`config.mk`:
```
export PLATFORM = sky130hd
export DESIGN_NAME = matrix_job_sequencer
export DESIGN_NICKNAME = d
export VERILOG_FILES = /design/src/rtl/matrix_job_sequencer.sv
export SDC_FILE = /design/constraint.sdc
export NUM_CORES = 1
export LEC_CHECK = 0
export CAP_MARGIN = 0
export CORE_MARGIN = 2
export CORE_UTILIZATION = 53
export CTS_CLUSTER_DIAMETER = 50
export DETAILED_ROUTE_END_ITERATION = 6
export GPL_ROUTABILITY_DRIVEN = 0
export PLACE_DENSITY = 0.78
export SLEW_MARGIN = 10
export SYNTH_ARGS = -nofsm -noshare
export SYNTH_HDL_FRONTEND = slang
export SYNTH_SLANG_ARGS = --single-unit
```
`constraint.sdc`:
```
create_clock -name clk -period 2.9 [get_ports clk]
set_clock_uncertainty 0.2 [all_clocks]
set_input_delay 0.58 -clock clk [delete_from_list [all_inputs] [get_ports clk]]
set_output_delay 0.58 -clock clk [all_outputs]
set_load 0.1 [all_outputs]
```
`src/rtl/matrix_job_sequencer.sv`:
```
// Job sequencer for a matrix accelerator: streams X words per matrix, waits for
// finish with a timeout, inserts an inter-matrix gap, then reads back 18-bit results.
module matrix_job_sequencer #(
    parameter int MATRIX_NUM = 2,
    parameter int LOAD_WORDS = 32,
    parameter int RES_WORDS  = 16,
    parameter int GAP_CYCLES = 100,
    parameter int TIMEOUT    = 4096
) (
    input  logic        clk,
    input  logic        rst,
    input  logic        job_go,
    output logic [7:0]  in_addr,
    input  logic [7:0]  in_data,
    output logic        start_in,
    output logic        valid_input,
    output logic [7:0]  X_load,
    input  logic        finish,
    output logic        read_n,
    output logic [7:0]  r_addr,
    input  logic [8:0]  read_data,
    output logic        res_valid,
    output logic [17:0] res_data,
    output logic [7:0]  res_idx,
    output logic        busy,
    output logic        done,
    output logic        err_timeout
);

    // MATRIX_NUM*LOAD_WORDS > 256 is unsupported: in_addr only carries 8 bits.
    localparam int TOTAL_WORDS = MATRIX_NUM * LOAD_WORDS;
    localparam int TOTAL_RES   = MATRIX_NUM * RES_WORDS;
    localparam int CNT_MAX     = (TOTAL_WORDS > TOTAL_RES) ? TOTAL_WORDS : TOTAL_RES;
    localparam int CW          = $clog2(CNT_MAX + 1);
    localparam int TW          = $clog2(TIMEOUT + 1);
    localparam int GW          = $clog2(GAP_CYCLES + 1);

    typedef enum logic [3:0] {
        IDLE, START, LOAD, WAIT_FIN, GAP,
        RD_STB, RD_W1, RD_W2, RD_LO, RD_HI, DONE
    } state_t;

    state_t        state;
    logic [CW-1:0] m;
    logic [CW-1:0] w;
    logic [CW-1:0] r;
    logic [CW-1:0] addr;
    logic [TW-1:0] tcnt;
    logic [GW-1:0] gcnt;

    // Load addresses are consecutive across matrices, so a running counter
    // equals m*LOAD_WORDS+w without a multiplier.
    assign in_addr = 8'(addr);
    assign X_load  = valid_input ? in_data : '0;

    always_ff @(posedge clk or negedge rst) begin
        if (!rst) begin
            state       <= IDLE;
            m           <= '0;
            w           <= '0;
            r           <= '0;
            addr        <= '0;
            tcnt        <= '0;
            gcnt        <= '0;
            start_in    <= 1'b0;
            valid_input <= 1'b0;
            read_n      <= 1'b1;
            r_addr      <= '0;
            res_valid   <= 1'b0;
            res_data    <= '0;
            res_idx     <= '0;
            busy        <= 1'b0;
            done        <= 1'b0;
            err_timeout <= 1'b0;
        end else begin
            start_in  <= 1'b0;
            res_valid <= 1'b0;
            done      <= 1'b0;
            case (state)
                IDLE: begin
                    if (job_go) begin
                        m           <= '0;
                        w           <= '0;
                        r           <= '0;
                        addr        <= '0;
                        err_timeout <= 1'b0;
                        busy        <= 1'b1;
                        start_in    <= 1'b1;
                        state       <= START;
                    end
                end
                START: begin
                    valid_input <= 1'b1;
                    state       <= LOAD;
                end
                LOAD: begin
                    addr <= addr + 1'b1;
                    if (w == CW'(LOAD_WORDS - 1)) begin
                        w           <= '0;
                        valid_input <= 1'b0;
                        tcnt        <= '0;
                        state       <= WAIT_FIN;
                    end else begin
                        w <= w + 1'b1;
                    end
                end
                WAIT_FIN: begin
                    if (finish) begin
                        m <= m + 1'b1;
                        if (m + 1'b1 < CW'(MATRIX_NUM)) begin
                            gcnt  <= '0;
                            state <= GAP;
                        end else begin
                            read_n <= 1'b0;
                            r_addr <= 8'(r);
                            state  <= RD_STB;
                        end
                    end else if (tcnt == TW'(TIMEOUT - 1)) begin
                        err_timeout <= 1'b1;
                        done        <= 1'b1;
                        state       <= DONE;
                    end else begin
                        tcnt <= tcnt + 1'b1;
                    end
                end
                GAP: begin
                    if (gcnt == GW'(GAP_CYCLES - 1)) begin
                        start_in <= 1'b1;
                        state    <= START;
                    end else begin
                        gcnt <= gcnt + 1'b1;
                    end
                end
                RD_STB: begin
                    read_n <= 1'b1;
                    state  <= RD_W1;
                end
                RD_W1: state <= RD_W2;
                RD_W2: state <= RD_LO;
                RD_LO: begin
                    res_data[8:0] <= read_data;
                    state         <= RD_HI;
                end
                RD_HI: begin
                    res_data[17:9] <= read_data;
                    res_idx        <= 8'(r);
                    res_valid      <= 1'b1;
                    r              <= r + 1'b1;
                    if (r + 1'b1 < CW'(TOTAL_RES)) begin
                        read_n <= 1'b0;
                        r_addr <= 8'(r + 1'b1);
                        state  <= RD_STB;
                    end else begin
                        done  <= 1'b1;
                        state <= DONE;
                    end
                end
                DONE: begin
                    busy  <= 1'b0;
                    state <= IDLE;
                end
                default: state <= IDLE;
            endcase
        end
    end

endmodule

```
Yosys cells after proc, flatten, opt, wreduce, memory -nomap -nowiden
Cells that the tools add are included.
Word-level totals
  input port bits: 21
  word-level logic and storage cells: 121
  output and inout bits: 57
  bits in registers: 92
Cells by class
  equality and inequality tests: 25
  magnitude comparators: 2
  reduce and logical (&&, ||, !) cells: 21
  multiplexer cells: 48
  add/subtract/negate cells: 7
Operator list (count)
  7-bit case mux with 2 select lines: 5
  7-bit 2-to-1 mux: 6
  4-bit case mux with 10 select lines: 1
  13-bit 2-to-1 mux: 3
  7-bit by 1-bit adder with 7-bit output (second input constant): 5
  8-bit 2-to-1 mux: 4
  13-bit case mux with 2 select lines: 1
  4-bit 2-to-1 mux: 6
  4-bit AND reduction: 6
  2-bit != test (second input constant): 11
  4-bit by 3-bit equality test with 1-bit output (second input constant): 4
  8-bit case mux with 2 select lines: 1
  2-bit nonzero test: 8
  1-bit 2-to-1 mux: 15
  13-bit by 1-bit adder with 13-bit output (second input constant): 1
  13-bit by 12-bit equality test with 1-bit output (second input constant): 1
  4-bit equality test (second input constant): 3
  1-bit case mux with 2 select lines: 5
  7-bit by 1-bit adder with 8-bit output (second input constant): 1
  4-bit by 2-bit equality test with 1-bit output (second input constant): 2
  2-bit AND reduction: 4
  7-bit by 5-bit equality test with 1-bit output (second input constant): 1
  7-bit equality test (second input constant): 1
  7-bit by 2-bit less-than comparator with 1-bit output (second input constant): 1
  7 further kinds: 7

Depth between registers and ports, before layout
Gate-level depths: netlist (run 1).
  depth in word-level cells: 5
  gate-level depth with buffers: 9
  mapped depth without buffers: 7

Worst setup path before layout (run 1)
Ideal clock, no wire load.
  path type: register to output
  start point: reg valid_input
  end point: out X_load[0]
  data required time: 2.120 ns
  setup slack: 0.256 ns
  buffers on the path: 0
  arrival time: 1.864 ns
  stages on the path, launching flop included: 2
  path through: dfrtp_1 -> and2_1
Between the ends
  cells in the longest elaborated chain, start to end: 1
Ends and longest elaborated chain
  from (decl): line 16  | output logic valid_input,
  from (signal assigned): line 66  | valid_input <= 1'b0;
  from (signal assigned): line 93  | valid_input <= 1'b1;
  from (signal assigned): line 100  | valid_input <= 1'b0;
  8-bit 2-to-1 mux: line 54  | assign X_load = valid_input ? in_data : '0;
  to (decl): line 17  | output logic [7:0] X_load,
No other way between the ends.

Worst setup path in the final report (run 1)
  start point: reg state[2]
  end point: reg tcnt[9]
Between the ends
  cells in the longest elaborated chain, start to end: 3
  elaborated cells on any way between the ends: 8
  classes of those cells: eq/ne: 5; mux: 1; reduce/logical: 2
Ends and longest elaborated chain
  from (decl): line 43  | state_t state;
  from (signal assigned): line 58  | state <= IDLE;
  from (signal assigned): line 89  | state <= START;
  from (signal assigned): line 94  | state <= LOAD;
  4-bit by 2-bit equality test with 1-bit output: line 79  | case (state)
  2-bit != test (no source line) / 2-bit nonzero test (equally long branches)
  4-bit AND reduction (no source line)
  to (signal assigned): line 123  | tcnt <= tcnt + 1'b1;
  to (decl): line 48  | logic [TW-1:0] tcnt;
Parallel ways exist; a longest one is shown, timed or not.
A chain may end at the register's enable or synchronous reset.

==> reports/qor_table.md, run 1 <==
| Group | Item | Reported |
| --- | --- | --- |
| placed design | Sum of net half-perimeters after detailed placement | 6980 um |
| floorplanning | Die outline height | 95.3 um |
| layout | Leading cell types in the layout, fill and taps excluded | 94 x sky130_fd_sc_hd__nand2_1, 91 x sky130_fd_sc_hd__dfrtp_1, 61 x sky130_fd_sc_hd__buf_4, 37 x sky130_fd_sc_hd__o21ai_0, 34 x sky130_fd_sc_hd__nor2_1 |
| power | Highest ir drop seen on vdd | 0.000571 V |
| sta | Crit share post-route | 87.3% |
| layout | Area of all sequential standard cells | 2300 um2 |
| hold path | Hold/Removal Path Class | in2async |
| layout | Inserted Diodes | 0 |
| sta | Setup TNS | 0 ns |
| layout | FILL cells | 620 |
| drt | Pre-antenna DRT Iters | 5 |
| power | PnR Total Power | 6.34 mW |
| run status | Result of the run | complete, but fails checks |
| worst setup path | Maximum fanout count along the critical path | 15 |
| drt | DRC marker count from the first detailed-route iteration | 211 |
| cts | TritonCTS clock tree | built |
| drt | Routed WL | 9620 um |
| flow run | Number of max-cap violations | 0 |
| placed design | Port-buffer cells | 75 |
| worst setup path | Crit start category | register |
| grt | Overflow left after global routing | 0 |
| sta | Highest achievable clock rate | 0.395 GHz |
| yosys | Netlist Area Pre-Place | 4420 um2 |
| drt | Antenna violation net count after detailed routing | 0 |
| layout | Net total in the final layout | 566 |
| power | Cell area power density | 1160 nW/um2 |
| floorplanning | Die ar. | 9080 um2 |
| cts | Bufs on Longest Clock Path | 2 |
| run status | Failing checks | negative hold slack |
| cts | Register clock-pin slew on the reported worst setup and hold paths | 0.09 ns |
| grt | Number of antenna violations at the first check in global routing | 0 |
| sta | Final critical path time including I/O delays and setup | 2.53 ns |
| yosys | Mean instance size in the synthesized netlist | 9.66 um2 |
| cts | Clock Sink Count | 92 |
| yosys | Post-synth EDFFs | 0 |
| yosys | Area contributors post-synth | sky130_fd_sc_hd__dfrtp_1 52%, sky130_fd_sc_hd__nand2_1 8.0%, sky130_fd_sc_hd__o21ai_0 4.2% |
| drt | Average wire length per cell after detail routing | 14.8 um |
| sta | Slew HR | 55.9% |
| layout | Multi-input logic area | 1990 um2 |
| worst setup path | Worst Path Class, Setup | reg2reg |
| layout | Most common library cell in the layout ignoring fill and taps | sky130_fd_sc_hd__nand2_1 |
| yosys | Sequential element share of the synthesized area | 52.2% |
| floorplanning | Placeable Area | 8130 um2 |
| cts | Post-CTS Resized | 0 |
| worst setup path | Setup crit start | state[2] |
| drt | DRC errors left | 0 |
| layout | Fraction of layout instances using a drive strength above 1 | 20.3% |
| cts | Number of buffers created by CTS | 9 |
| grt | Global-route wire length before repair | 16100 um |
| drt | Via density per instance | 5.46 |
| yosys | Count of distinct cell types in the synthesized netlist | 49 |
| cts | Post-CTS Repair Setup Buffers | 0 |
| yosys | Flip-flop cell with the highest count after synthesis | sky130_fd_sc_hd__dfrtp_1 |
| cts | Clock network latency to the later pin of the worst-skew pair | 0.35 ns |
| sta | Slew Viols, Final | 0 |
| yosys | Fraction of registers with async set/reset | 100% |
| cts | Hold Buf Count CTS | 0 |
| cts | Clock root buffer master | sky130_fd_sc_hd__clkbuf_8 |
| sta | Transition time of the tightest slew-check pin | 0.657 ns |
| yosys | FF+latch count, synth | 92 |
| layout | Area growth, synth to finish | 23.6% |
| grt | Global-route usage over all layers | 22.8% |
| sta | Hold Fails Final Rpt | 1 |
| yosys | Cell taking the most area after synthesis | sky130_fd_sc_hd__dfrtp_1 |
| yosys | Synthesized instance count | 457 |
| floorplanning | Starting Density | 54.3% |
| floorplanning | IO Pins | 78 |
| worst setup path | Origin of the critical flop-to-flop path | state[2] |
| floorplanning | Chip width | 95.3 um |
| worst setup path | CP Capture Type | register |
| yosys | Warnings, synthesis | 0 |
| worst setup path | Data arrival, critical path | 2.58 ns |
| yosys | Fraction of synthesized cell area taken by the top area cell type | 51.6% |
| sta | Hold Slack | -0.00227 ns |
| power | Leakage power of the design | 2.57 nW |
| sta | Setup repair after global routing missed its margin | false |
| floorplanning | Std-Cell Rows | 33 |
| grt | Maximum number of pins on one net before global-route repair | 44 |
| cts | H-Tree Depth | 3 |
| worst setup path | Endpoint required time on the critical path | 2.95 ns |
| drt | Via count | 3536 |
| grt | Via count of the first global-routing pass | 3357 |
| sta | Setup-violating endpoint count in the final report | 0 |
[synthesized netlist by cell type (3+ instances only)]
cell type	count
sky130_fd_sc_hd__inv_1	10
sky130_fd_sc_hd__buf_4	3
sky130_fd_sc_hd__mux2_1	3
sky130_fd_sc_hd__clkbuf_1	11
sky130_fd_sc_hd__or3_1	4
sky130_fd_sc_hd__mux2i_1	3
sky130_fd_sc_hd__o21ai_0	37
sky130_fd_sc_hd__nand4_1	10
sky130_fd_sc_hd__o31ai_1	3
sky130_fd_sc_hd__xnor2_1	13
sky130_fd_sc_hd__nor2_1	34
sky130_fd_sc_hd__nor2b_1	4
sky130_fd_sc_hd__nand2_1	94
sky130_fd_sc_hd__ha_1	7
sky130_fd_sc_hd__nor4_1	3
sky130_fd_sc_hd__a31oi_1	5
sky130_fd_sc_hd__and2_1	9
sky130_fd_sc_hd__nand3_1	18
sky130_fd_sc_hd__o21ai_1	10
sky130_fd_sc_hd__nor3_2	5
sky130_fd_sc_hd__a21oi_1	11
sky130_fd_sc_hd__a22o_1	4
sky130_fd_sc_hd__xor2_1	9
sky130_fd_sc_hd__mux2_2	15
sky130_fd_sc_hd__dfrtp_1	91
sky130_fd_sc_hd__and3_1	10
[cell type report]
type                       count  share of cell area [%]
sequential                    92                    42.2
tap                          105                    2.41
clock buffer                  11                    2.41
clock inverter                 5                    1.12
timing repair buffer          88                    14.8
multi-input combinational    337                    36.4
inverter                      10                   0.688
[kinds of logic (layout without fill, tap and decap cells)]
family	after synthesis	count (layout)	share of synthesized area, %
fa+ha+maj	7	7	1.98
simple gates	204	204	22.3
mux	21	21	5.27
xor+xnor	22	22	4.36
buf+inv	29	114	2.95
other cells	1	2	0.0849
flops	92	92	52.2
compound gates	81	81	10.9
[report_power, final]
group | internal [mW] | switching [mW]
sequential | 1.63 | 0.277
combinational | 0.902 | 2.69
clock | 0.402 | 0.441
[state kept, by name, indices dropped and copies added, names as in the netlist, 4 cells and up]
name / count
r: 7
w: 7
r_addr: 8
res_data: 18
state: 4
tcnt: 13
gcnt: 7
addr: 7
res_idx: 7
m: 7
[routing by layer]
layer | track usage [%] | share of wire (%) | up-vias
met3 | 3.79 | 4.5 | 9
met5 | 0 | 0 | -
met2 | 37.5 | 50 | 85
met1 | 31.8 | 45 | 1698
li1 | - | - | 1744
met4 | 5.43 | 0.95 | 0
[worst paths after layout]
check / cells after the start / slack, ns / endpoint
max in group asynchronous: 2 / 1.77 / read_n
worst min-delay path: 1 / -0.002 / gcnt[4]
worst max register to register: 6 / 0.37 / tcnt[9]
min in group clk: 1 / 0.28 / addr[6]
worst max-delay path: 6 / 0.37 / tcnt[9]
worst min register to register: 1 / 0.28 / addr[6]
[through the flow]
stage | setup slack (ns) | std cells | area, um2 | util (%)
floorplan | 0.256 | 458 | 4420 | -
global route | 0.214 | 648 | 5460 | 67.1
CTS | 0.356 | 648 | 5460 | 67.1
global placement | 0.429 | 632 | 5270 | 64.7
finish | 0.368 | 648 | 5460 | 67.1
detailed placement | 0.369 | 632 | 5270 | 64.7
[critical path, cell delays in order, from the launching register on]
cell and delay, ns:
sky130_fd_sc_hd__dfrtp_1 0.39, sky130_fd_sc_hd__or4b_1 0.70, sky130_fd_sc_hd__nor4_4 0.24, sky130_fd_sc_hd__o2bb2ai_2 0.25, sky130_fd_sc_hd__nor4_1 0.42, sky130_fd_sc_hd__xnor2_1 0.18, sky130_fd_sc_hd__nor2_1 0.05
No activity file was read; power rests on OpenSTA's default activity.
==> inputs of run 2 (changes only) <==
- CORE_ASPECT_RATIO: not set -> 0.75
==> reports/qor_table.md, run 2 (synthesis results as in run 1) <==
| Group | Item | Reported | Delta |
| --- | --- | --- | --- |
| run status | Result of the run | complete, no violations |  |
| grt | Number of antenna violations at the first check in global routing | 0 | unchanged |
| sta | Setup TNS | 0 ns | unchanged |
| drt | Routed wire length on met3 | 678 um | +57% |
| floorplanning | Die outline height | 83.0 um | -13% |
| worst setup path | Reg2reg end | tcnt[9] |  |
| power | Leakage power of the design | 2.57 nW | +0.30% |
| worst setup path | Cell with the largest stage delay on the worst path | sky130_fd_sc_hd__or4b_1 |  |
| drt | Antenna violation net count after detailed routing | 0 | unchanged |
| worst setup path | Endpoint required time on the critical path | 2.97 ns | +0.02 ns |
| placed design | Post-placement cell area | 5260 um2 | about the same |
| layout | Non-filler cells, final | 647 | -0.15% |
| hold path | Min-Delay Startpoint | addr[6] |  |
| cts | Bufs on Longest Clock Path | 2 | unchanged |
| layout | Most common library cell in the layout ignoring fill and taps | sky130_fd_sc_hd__nand2_1 |  |
| drt | Via density per instance | 5.60 | +2.6% |
| floorplanning | Placeable Area | 7990 um2 | -1.8% |
| drt | Routed WL | 10100 um | +4.5% |
| hold path | Hold/Removal Path Class | reg2reg |  |
| power | Highest ir drop seen on vdd | 0.00116 V | +100% |
| grt | Overflow left after global routing | 0 | unchanged |
| floorplanning | Starting Density | 55.3% | +0.99 points |
| drt | DRC errors left | 0 | unchanged |
| cts | TritonCTS clock tree | built |  |
| sta | Hold Fails Final Rpt | 0 | -1 |
| sta | Worst path setup slack after routing | 0.291 ns | -0.0771 ns |
| power | PnR Total Power | 6.37 mW | +0.45% |
| placed design | Total placed cells including tap cells | 630 | -0.32% |
| placed design | Port-buffer cells | 75 | unchanged |
| sta | Hold Slack | 0.283 ns | +0.285 ns |
| worst setup path | Origin of the critical flop-to-flop path | state[3] |  |
| worst setup path | Crit path largest cell delay | 0.71 ns | about the same |
| layout | Inserted Diodes | 0 | unchanged |
| hold path | Worst Hold End | addr[6] |  |
| sta | Slew Viols, Final | 0 | unchanged |
| flow run | Number of max-cap violations | 0 | unchanged |
| floorplanning | IO Pins | 78 | unchanged |
| floorplanning | Std-Cell Rows | 28 | -15% |
| drt | Routed metal-1 wirelength | 4610 um | +7.4% |
| cts | Clock network latency to the later pin of the worst-skew pair | 0.38 ns | +0.03 ns |
| cts | Clock Sink Count | 92 | unchanged |
| sta | Crit share post-route | 90.0% | +2.7 points |
| placed design | Worst slack at placement | 0.308 ns | -0.0616 ns |
| drt | Via count | 3622 | +2.4% |
| floorplanning | Die ar. | 9080 um2 | about the same |
| drt | DRC marker count from the first detailed-route iteration | 184 | -13% |
| cts | Number of buffers created by CTS | 9 | unchanged |
| worst setup path | Worst Path Class, Setup | reg2reg |  |
| hold path | Cells on Worst Hold Path | 1 |  |
| grt | Maximum number of pins on one net before global-route repair | 51 | +16% |
| drt | Met2 wire length | 4620 um | -3.9% |
| placed design | Sum of net half-perimeters after detailed placement | 7070 um | +1.4% |
| drt | Top metal layer carrying routed signals | met4 |  |
| worst setup path | Crit start category | register |  |
| sta | Setup repair after global routing missed its margin | false |  |
| layout | Area growth, synth to finish | 23.8% |  |
| sta | Setup-violating endpoint count in the final report | 0 | unchanged |
| layout | Leading cell types in the layout, fill and taps excluded | 94 x sky130_fd_sc_hd__nand2_1, 91 x sky130_fd_sc_hd__dfrtp_1, 58 x sky130_fd_sc_hd__buf_4, 37 x sky130_fd_sc_hd__o21ai_0, 34 x sky130_fd_sc_hd__nor2_1 |  |
| power | Cell area power density | 1170 nW/um2 | +0.33% |
| worst setup path | Data arrival, critical path | 2.68 ns | +0.10 ns |
| layout | Fraction of layout instances using a drive strength above 1 | 20.3% | +0.037 points |
| worst setup path | Critical path, cell by cell | or4b_1, nor4_4, o2bb2ai_2, nor4_1, xnor2_1, nor2_1 |  |
| drt | Pre-antenna DRT Iters | 5 | unchanged |
| layout | Register with the most flip-flops | res_data |  |
| cts | Clock root buffer master | sky130_fd_sc_hd__clkbuf_8 |  |
| worst setup path | Maximum fanout count along the critical path | 15 | unchanged |
| cts | Post-CTS Resized | 0 | unchanged |
| layout | Max reg flops | 18 | unchanged |
| cts | H-Tree Depth | 3 | unchanged |
| worst setup path | Minimum setup slack among reg-to-reg paths | 0.29 ns | -0.08 ns |
| layout | Net total in the final layout | 565 | -0.18% |
| cts | Post-CTS Repair Setup Buffers | 0 | unchanged |
| layout | Fin area | 5470 um2 | +0.11% |
| grt | Global-route usage over all layers | 22.7% | -0.065 points |
| worst setup path | Worst Reg-to-Reg Cells | 6 | unchanged |
| drt | Average wire length per cell after detail routing | 15.5 um | +4.7% |
| sta | Highest achievable clock rate | 0.383 GHz | -3.0% |
| sta | Final critical path time including I/O delays and setup | 2.61 ns | +0.0771 ns |
| sta | Slew HR | 54.8% | -1.1 points |
| floorplanning | Chip width | 109 um | +15% |
| grt | Via count of the first global-routing pass | 3463 | +3.2% |
| grt | Global-route wire length before repair | 16400 um | +1.6% |
| layout | Fin util | 68.4% | +1.3 points |
| cts | Register clock-pin slew on the reported worst setup and hold paths | 0.10 ns | about the same |
| worst setup path | CP Capture Type | register |  |
| layout | Largest regs | res_data (18), tcnt (13), r_addr (8) |  |
| sta | Transition time of the tightest slew-check pin | 0.674 ns | +0.0171 ns |
==> run 2: cell types whose count changed in the layout (fill, tap and decap cells not counted), sizes merged <==
cell	delta
inv	+3
buf	-2
clkbuf	-2
clkinv	+2
clkinvlp	-2
bufinv	-1
dlygate4sd3	+1
==> run 2: per-layer routing <==
layer  track usage, %  vias up
li1                 -     1749
met1             31.7     1751
met2             35.5      105
met3             5.73       17
met4             5.98        0
met5                0        -
==> run 2: worst max path at each step <==
stage,start,endpoint,slack (ns),cells past startpoint
floorplan,valid_input,X_load[0],0.26,1
global placement,state[3],tcnt[9],0.37,6
detailed placement,state[3],tcnt[9],0.31,6
CTS,state[3],tcnt[9],0.29,6
global route,state[3],tcnt[11],0.1,6
finish,state[3],tcnt[9],0.29,6
==> run 2: critical path: cells and delay by family, from the launching register on <==
kind / cells / cell delay [ns]
flops: 1 / 0.52
xor+xnor: 1 / 0.16
compound gates: 1 / 0.25
simple gates: 4 / 1.37
==> run 2: what timing repair did <==
item,4_1_cts,5_1_grt
endpoints found under the hold margin,12,0
endpoints found under the setup margin,0,0
hold buffers,1,0
==> run 2: area by class of cell <==
| type | instances | area [um2] |
|---|---|---|
| multi-input cells | 337 | 1990 |
| inverters | 10 | 37.5 |
| clock buffers | 9 | 124 |
| clock inverters | 7 | 67.6 |
| repair buffers | 87 | 816 |
| fillers | 607 | 2520 |
| flip-flops and latches | 92 | 2300 |
| well taps | 105 | 131 |
==> run 2: where the power goes <==
part           switching (mW)  internal (mW)
Sequential              0.305           1.63
Clock                   0.513          0.335
Combinational            2.69          0.900
==> inputs of run 3 (changes only) <==
- CORE_UTILIZATION: 53 -> 51
- PLACE_DENSITY: 0.78 -> 0.76
==> reports/qor_table.md, run 3 (synthesis results as in run 1) <==
| Group | Item | Reported | Delta |
| --- | --- | --- | --- |
| sta | Slew HR | 54.7% | -0.12 points |
| grt | Maximum number of pins on one net before global-route repair | 50 | -2.0% |
| sta | Setup TNS | 0 ns | unchanged |
| drt | Via density per instance | 5.61 | +0.20% |
| cts | Register clock-pin slew on the reported worst setup and hold paths | 0.07 ns | -0.03 ns |
| layout | Net total in the final layout | 565 | unchanged |
| power | Highest ir drop seen on vdd | 0.00122 V | +5.3% |
| worst setup path | Worst Path Class, Setup | reg2reg |  |
| layout | Fin area | 5570 um2 | +1.9% |
| cts | Post-CTS Resized | 0 | unchanged |
| sta | Highest achievable clock rate | 0.403 GHz | +5.1% |
| floorplanning | Std-Cell Rows | 29 | +3.6% |
| power | Cell area power density | 1200 nW/um2 | +2.9% |
| hold path | Hold/Removal Path Class | in2async |  |
| floorplanning | IO Pins | 78 | unchanged |
| grt | Via count of the first global-routing pass | 3514 | +1.5% |
| cts | TritonCTS clock tree | built |  |
| cts | Post-CTS Repair Setup Buffers | 0 | unchanged |
| layout | Inserted Diodes | 0 | unchanged |
| drt | Antenna violation net count after detailed routing | 0 | unchanged |
| layout | Register with the most flip-flops | res_data |  |
| run status | Result of the run | complete, no violations |  |
| placed design | Port-buffer cells | 75 | unchanged |
| worst setup path | Crit path largest cell delay | 0.47 ns | -0.24 ns |
| power | Switching Power | 3.54 mW | +1.0% |
| worst setup path | Critical path, cell by cell | ha_1, and3_1, nand3_1, xor2_1, nand2_1, o2bb2ai_2, mux2_2 |  |
| sta | Hold Fails Final Rpt | 0 | unchanged |
| floorplanning | Placeable Area | 8420 um2 | +5.4% |
| placed design | Post-placement cell area | 5280 um2 | +0.21% |
| worst setup path | Setup crit start | r[1] |  |
| worst setup path | Worst setup path endpoint | r_addr[5] |  |
| sta | Crit share post-route | 85.6% | -4.4 points |
| cts | Clock Sink Count | 92 | unchanged |
| drt | Pre-antenna DRT Iters | 4 | -1 |
| drt | DRC errors left | 0 | unchanged |
| layout | Max reg flops | 18 | unchanged |
| sta | Slew Viols, Final | 0 | unchanged |
| sta | Setup-violating endpoint count in the final report | 0 | unchanged |
| grt | Global-route wire length before repair | 17200 um | +4.9% |
| floorplanning | Die ar. | 9430 um2 | +3.8% |
| worst setup path | Endpoint required time on the critical path | 2.93 ns | -0.04 ns |
| worst setup path | Reg2reg end | r_addr[5] |  |
| drt | Average wire length per cell after detail routing | 15.7 um | +0.84% |
| power | Proportion of power drawn by flip-flops and latches | 28.7% | -1.7 points |
| worst setup path | Origin of the critical flop-to-flop path | r[1] |  |
| sta | Transition time of the tightest slew-check pin | 0.674 ns | -0.000360 ns |
| layout | Fraction of layout instances using a drive strength above 1 | 20.5% | +0.18 points |
| worst setup path | Data arrival, critical path | 2.51 ns | -0.17 ns |
| worst setup path | Crit start category | register |  |
| grt | Global-route usage over all layers | 22.5% | -0.23 points |
| power | Internal power summed over all cells | 3.14 mW | +9.6% |
| cts | Number of buffers created by CTS | 9 | unchanged |
| placed design | Sum of net half-perimeters after detailed placement | 6990 um | -1.2% |
| floorplanning | Starting Density | 52.5% | -2.8 points |
| power | Switch share | 53.0% | -2.0 points |
| cts | H-Tree Depth | 3 | unchanged |
| layout | Most common library cell in the layout ignoring fill and taps | sky130_fd_sc_hd__nand2_1 |  |
| layout | Leading cell types in the layout, fill and taps excluded | 94 x sky130_fd_sc_hd__nand2_1, 91 x sky130_fd_sc_hd__dfrtp_1, 59 x sky130_fd_sc_hd__buf_4, 37 x sky130_fd_sc_hd__o21ai_0, 34 x sky130_fd_sc_hd__nor2_1 |  |
| worst setup path | Minimum setup slack among reg-to-reg paths | 0.42 ns | +0.13 ns |
| grt | Overflow left after global routing | 0 | unchanged |
| drt | Via count | 3646 | +0.66% |
| power | Combinational group share of total power | 54.2% | -2.1 points |
| drt | DRC marker count from the first detailed-route iteration | 229 | +24% |
| sta | Final critical path time including I/O delays and setup | 2.48 ns | -0.128 ns |
| layout | Area growth, synth to finish | 26.2% |  |
| layout | Largest regs | res_data (18), tcnt (13), r_addr (8) |  |
| power | Clock network fraction of design power | 17.1% | +3.8 points |
| sta | Setup repair after global routing missed its margin | false |  |
| floorplanning | Die outline height | 84.6 um | +1.8% |
| grt | Number of antenna violations at the first check in global routing | 0 | unchanged |
| flow run | Number of max-cap violations | 0 | unchanged |
| cts | Bufs on Longest Clock Path | 2 | unchanged |
| layout | FILL cells | 661 | +8.9% |
| drt | Routed WL | 10200 um | +1.3% |
| cts | Clock root buffer master | sky130_fd_sc_hd__clkbuf_16 |  |
| floorplanning | Chip width | 111 um | +1.9% |
| worst setup path | CP Capture Type | register |  |
| worst setup path | Cell with the largest stage delay on the worst path | sky130_fd_sc_hd__o2bb2ai_2 |  |
| worst setup path | Worst Reg-to-Reg Cells | 7 | +1 |
| cts | Clock network latency to the later pin of the worst-skew pair | 0.35 ns | -0.03 ns |
| worst setup path | Maximum fanout count along the critical path | 10 | -5 |
| power | Leakage power of the design | 2.62 nW | +1.7% |
| cts | Hold Buf Count CTS | 0 | -1 |
[run 3: cell count changes in the layout (fill, tap and decap cells not counted), sizes merged]
cell         delta
clkinv          +1
inv             -2
clkinvlp        +1
buf             +1
dlygate4sd3     -1
[run 3: power groups by stage]
stage	clock [mW]	sequential, mW	combinational (mW)
4_1_cts	1.16	1.92	3.63
5_1_grt	1.21	1.97	3.80
3_5_place_dp	0	1.93	3.60
6_report	1.14	1.92	3.62
2_1_floorplan	0	3.47	1.17
3_3_place_gp	0	1.92	3.55
[run 3: worst min path at each step]
stage / start / endpoint / slack, ns / cells past startpoint
global placement: res_idx[5] / res_idx[5] / 0.26 / 2
detailed placement: res_idx[5] / res_idx[5] / 0.27 / 2
global route: rst / gcnt[2] / 0.11 / 1
finish: rst / gcnt[2] / 0.05 / 1
floorplan: rst / addr[0] / 0.08 / 0
CTS: rst / gcnt[2] / 0.07 / 1
[run 3: through the flow]
step | std cells | power, mW | hold WS [ns] | setup slack, ns | utilization [%]
after floorplan | 458 | 4.64 | 0.0844 | 0.256 | -
after detailed placement | 634 | 5.54 | 0.265 | 0.361 | 62.7
after global placement | 634 | 5.46 | 0.263 | 0.426 | 62.7
after global routing | 650 | 6.97 | 0.108 | 0.282 | 66.2
after CTS | 650 | 6.71 | 0.0747 | 0.412 | 66.2
final | 650 | 6.68 | 0.0451 | 0.418 | 66.2
[run 3: critical path: cells and delay by family (launching register included)]
family | cells | cell delay, ns
muxes | 1 | 0.40
DFF | 1 | 0.41
xor gates and xnor gates | 1 | 0.16
AOI/OAI and AO/OA | 1 | 0.47
adders and majority gates | 1 | 0.23
and+or+nand+nor | 3 | 0.50
[run 3: layout make-up]
cell class,count,area [um2],share of cell area [%]
flip-flops and latches,92,2300,41.3
multi-input cells,337,1990,35.6
repair buffers,87,813,14.6
clock buffers,9,225,4.04
well taps,108,135,2.43
clock inverters,7,71.3,1.28
inverters,10,37.5,0.674
[run 3: layer usage]
metal | GRT usage [%] | part of all wire, %
met1 | 31.9 | 47
met4 | 6.29 | 1.1
met2 | 35.4 | 47
met3 | 5.13 | 5.2
met5 | 0 | 0
